### config.mk
export PLATFORM = sky130hd
export DESIGN_NAME = ifetch_stage
export DESIGN_NICKNAME = d
export VERILOG_FILES = /design/src/rtl/ifetch_stage.sv
export SDC_FILE = /design/constraint.sdc
export NUM_CORES = 1
export LEC_CHECK = 0
export CORE_MARGIN = 1.5
export CORE_UTILIZATION = 35
export CTS_CLUSTER_SIZE = 12
export DETAILED_ROUTE_END_ITERATION = 7
export PLACE_DENSITY = 0.69
export SLEW_MARGIN = 20
export SYNTH_ARGS = -nofsm -noshare
export SYNTH_HDL_FRONTEND = slang
export SYNTH_SLANG_ARGS = --single-unit
### constraint.sdc
create_clock -name clk -period 2 [get_ports clk]
set_input_delay 0.2 -clock clk [delete_from_list [all_inputs] [get_ports clk]]
set_output_delay 0.2 -clock clk [all_outputs]
set_load 0.005 [all_outputs]
### src/rtl/ifetch_stage.sv
// Instruction fetch stage: PC register, one-outstanding imem request, InstCode output slot.
// Optional redirect-target alignment checking under `IFETCH_MISALIGN_CHECK_EN.
module ifetch_stage #(
  parameter logic [31:0] RESET_PC = 32'h0000_0000
) (
  input  logic        clk,
  input  logic        rst_n,
  output logic        imem_req,
  output logic [31:0] imem_addr,
  input  logic        imem_rvalid,
  input  logic [31:0] imem_rdata,
  input  logic        redirect_valid,
  input  logic [31:0] redirect_pc,
  output logic [31:0] InstCode,
  output logic [31:0] inst_pc,
  output logic        inst_valid,
  input  logic        inst_ready,
  output logic        fetch_fault
);

  typedef enum logic [1:0] {S_IDLE, S_WAIT, S_DROP} state_t;

  state_t      state_q, state_d;
  logic [31:0] pc_q, pc_d;
  logic [31:0] inst_code_q, inst_code_d;
  logic [31:0] inst_pc_q, inst_pc_d;
  logic        inst_valid_q, inst_valid_d;
  logic        fault_q, fault_d;
  logic [31:0] redirect_tgt;
  logic        redirect_misaligned;
  logic        slot_free;

`ifdef IFETCH_MISALIGN_CHECK_EN
  assign redirect_tgt        = redirect_pc;
  assign redirect_misaligned = |redirect_pc[1:0];
`else
  assign redirect_tgt        = redirect_pc & 32'hFFFF_FFFC;
  assign redirect_misaligned = 1'b0;
`endif

  assign slot_free   = !inst_valid_q || inst_ready;
  // rst_n gates the request so nothing leaves the stage while reset is held.
  assign imem_req    = rst_n && (state_q == S_IDLE) && slot_free && !redirect_valid && !fault_q;
  assign imem_addr   = pc_q;
  assign InstCode    = inst_code_q;
  assign inst_pc     = inst_pc_q;
  assign inst_valid  = inst_valid_q;
  assign fetch_fault = fault_q;

  always_comb begin
    state_d      = state_q;
    pc_d         = pc_q;
    inst_code_d  = inst_code_q;
    inst_pc_d    = inst_pc_q;
    fault_d      = fault_q;
    inst_valid_d = inst_valid_q && !inst_ready;
    if (redirect_valid) begin
      // A response landing alongside a redirect belongs to the old path.
      pc_d         = redirect_tgt;
      inst_valid_d = 1'b0;
      fault_d      = redirect_misaligned;
      if (state_q != S_IDLE) state_d = imem_rvalid ? S_IDLE : S_DROP;
    end else begin
      unique case (state_q)
        S_IDLE: if (imem_req) state_d = S_WAIT;
        S_WAIT: begin
          if (imem_rvalid) begin
            inst_code_d  = imem_rdata;
            inst_pc_d    = pc_q;
            inst_valid_d = 1'b1;
            pc_d         = pc_q + 32'd4;
            state_d      = S_IDLE;
          end
        end
        S_DROP: if (imem_rvalid) state_d = S_IDLE;
        default: state_d = S_IDLE;
      endcase
    end
  end

  always_ff @(posedge clk) begin
    if (!rst_n) begin
      state_q      <= S_IDLE;
      pc_q         <= RESET_PC;
      inst_code_q  <= 32'h0;
      inst_pc_q    <= 32'h0;
      inst_valid_q <= 1'b0;
      fault_q      <= 1'b0;
    end else begin
      state_q      <= state_d;
      pc_q         <= pc_d;
      inst_code_q  <= inst_code_d;
      inst_pc_q    <= inst_pc_d;
      inst_valid_q <= inst_valid_d;
      fault_q      <= fault_d;
    end
  end

endmodule

==> impl_metrics.py <==
metrics = {
    "grt": {
        "grt_pass1_wl_mm": 20.0,
        "grt_pass1_vias": 4092,
        "grt_start_max_net_pins": 70,
        "antenna_found_initial": 0,
        "grt-ovfl-total": 0,
        "gr-usage-all-layers_pct": 19.6,
    },
    "power": {
        "power_per_cell_area_nw_per_um2": 677,
        "power.static_leakage_nw": 2.25,
        "irDropWorstVdd_mv": 0.574,
    },
    "yosys": {
        "synth_flop_cell": "dfxtp_1",
        "synth_warnings": 0,
        "seq_area_frac_synth_pct": 44.9,
        "synthesis.area_per_instance_um2": 8.29,
        "synth_cells": 511,
        "ys_types": 42,
        "synthesis.area_um2": 4240,
        "async_reset_ff_share_pct": 0,
        "number_of_flops_mapped_to_enable_cells_by_yosys": 0,
        "postSynthRegisterBits": 95,
    },
    "floorplanning": {
        "pin_count": 168,
        "floorplan.die_area_um2": 12800,
        "die_height_um": 113,
        "start_util_pct": 36.5,
        "die_w_um": 113,
        "rows": 39,
        "design.core.area_um2": 11600,
    },
    "setup_path": {
        "critical-path-top-delay-family": "simple AND/OR/NAND/NOR gates",
        "worst-path-buf-inv": 0,
        "critPathMaxStageDelay_ns": 0.61,
        "worstPathRequired_ns": 2.27,
        "worst_r2r_path_depth": 4,
        "timing.rr.end": "imem_addr[29]",
        "critical_path.cell_chain": "nand4_4 -> or4_4 -> or4_1 -> a31oi_1",
        "worstSetupEndpointType": "register",
        "startpoint": "imem_addr[7]",
        "timing.critical_path.arrival_ns": 2.17,
        "crit_path_end": "imem_addr[29]",
        "timing.critical_path.from_type": "register",
        "critical_path.slowest_cell": "or4_4",
        "critical_path_peak_fanout": 11,
        "cp_class": "reg2reg",
        "critical_path_cell_count": 4,
        "launch_instance_of_the_worst_register_to_register_path": "imem_addr[7]",
        "reg2reg_setup_slack_ns": 0.11,
    },
    "detailed_routing": {
        "drc": 0,
        "detailedRoute.firstIterationViolations": 235,
        "wirelength_mm": 12.5,
        "wl_per_cell_um": 15.1,
        "routed-via-count": 4219,
        "total_iterations_of_the_first_detailed_routing_run": 4,
        "via_per_inst": 5.11,
        "ant_nets": 0,
    },
    "finish": {
        "numnets_final": 751,
        "layout_commonest_cell": "clkdlybuf4s50_1",
        "finalCoreUtilization_pct": 55.8,
        "diodes_inserted": 0,
        "layout.cell_area.non_filler_um2": 6480,
        "area.growth.synth_to_final_pct": 52.9,
        "post_route_cells_drive_above_1_share_pct": 8.78,
        "most-common-layout-cells": "clkdlybuf4s50_1, nand2_1, dfxtp_1",
    },
    "sta": {
        "final_number_of_max_transition_violations": 0,
        "setup_viol": 0,
        "layout_worst_path_cycle_share_pct": 94.7,
        "timing.final.ws_setup_ns": 0.107,
        "finalHoldViolCount": 0,
        "finClkSkew_ns": 0.00740,
        "maxClockFrequency_mhz": 528,
        "max_slew.worst_pin.slew_ns": 0.592,
        "rsz_0062_raised_after_global_routing": "false",
        "finalCriticalPeriod_ns": 1.89,
        "fin_worst_hold_slack_ns": 0.292,
        "max_slew_margin_pct": 60.5,
    },
    "clocking": {
        "cts_resized": 0,
        "clockRootBuffer": "clkbuf_16",
        "h_tree_lvl_count": 3,
        "worstSkewPairLatency_ns": 0.34,
        "post-cts-setup-buffers": 0,
        "cts.path.max_buffers": 2,
        "cts-buffers-inserted": 9,
        "clk_pin_slew_ns": 0.06,
        "cts_hold_buffers": 0,
        "cts_tree": "built",
        "clock_sinks": 95,
    },
    "place": {
        "placement.cell_area_um2": 6140,
        "detailedPlace.worstSlack_ns": -0.0332,
        "io_buffers": 160,
        "detailedPlacementHpwl_mm": 8.83,
        "routabilityCongestion": 0.845,
    },
    "flow_run": {
        "max-cap-violations": 0,
    },
    "status": {
        "run_status": "complete, no violations",
    },
    "min_path": {
        "type_of_the_most_critical_hold_path": "in2reg",
    },
}
## power breakdown
part / switching, mW / internal, mW / total [mW] / leakage, nW
sequential: 0.0525 / 1.95 / 2.01 / 0.774
clock: 0.698 / 1.12 / 1.82 / 0.155
combinational: 0.227 / 0.337 / 0.564 / 1.32
## final cells by class
type,instances,area [µm²]
fillers,1073,5140
multi-input cells,370,2170
flip-flops and latches,95,1900
repair buffers,196,1890
clock buffers,11,243
well taps,143,179
clock inverters,4,70.1
inverters,7,26.3
## cells in the mapped netlist, types with 3 or more instances
cell type | count | area, µm²
dfxtp_1 | 95 | 1900
a21boi_0 | 67 | 503
nor2_1 | 4 | 15.0
ha_1 | 3 | 37.5
xnor2_1 | 9 | 78.8
nor2b_1 | 3 | 18.8
nand2_1 | 136 | 510
o21ai_0 | 24 | 120
nor3_1 | 6 | 30.0
o211a_1 | 7 | 70.1
nor4_1 | 5 | 31.3
and4_1 | 5 | 43.8
a21oi_1 | 8 | 40.0
clkbuf_1 | 35 | 131
nand4_1 | 11 | 68.8
nand3_1 | 12 | 60.1
a31oi_1 | 11 | 68.8
nand2b_1 | 9 | 56.3
o31ai_1 | 10 | 75.1
or4_1 | 10 | 75.1
buf_4 | 5 | 37.5
o311a_1 | 3 | 30.0
inv_1 | 6 | 22.5
## per-stage QoR
stage          cells  setup TNS [ns]  power (mW)
3_5_place_dp     810          -0.103        2.61
3_3_place_gp     810               0        2.60
6_report         826               0        4.39
4_1_cts          825               0        4.45
5_1_grt          826               0        4.60
2_1_floorplan    515               0        2.26
## cell families after synthesis
logic type,share of synthesized area (%)
mux,0.473
buf+inv,5.20
compound gates,22.2
fa+ha+maj,0.886
simple gates,24.0
other cells,0.0885
flops,44.9
xor+xnor,2.27
## how the worst min path moves through the flow
stage,cells after the start,startpoint,slack [ns],end
finish,3,rst_n,0.29,inst_valid
global route,3,rst_n,0.29,inst_valid
CTS,3,rst_n,0.28,inst_valid
detailed placement,2,inst_pc[24],0.46,inst_pc[24]
global placement,2,InstCode[0],0.45,InstCode[0]
floorplan,1,redirect_pc[16],0.34,imem_addr[16]
## worst register-to-register path, cell delays in order, from the launching register on
cell and delay (ns):
dfxtp_1 0.38, nand4_4 0.16, or4_4 0.61, or4_1 0.52
a31oi_1 0.16
## registers in the layout, indices dropped and copies added (netlist names)
| signal | flops |
|---|---|
| imem_addr | 30 |
| state_q | 2 |
| InstCode | 32 |
| inst_pc | 30 |
| inst_valid | 1 |
## layer usage
layer | global-route usage, % | up-vias | wire [µm]
li1 | - | 2109 | -
met5 | 0 | - | 0
met2 | 33.1 | 119 | 6010
met1 | 23.5 | 1979 | 5390
met4 | 6.92 | 0 | 141
met3 | 5.95 | 12 | 937
Power figures use the tool's default switching activity.
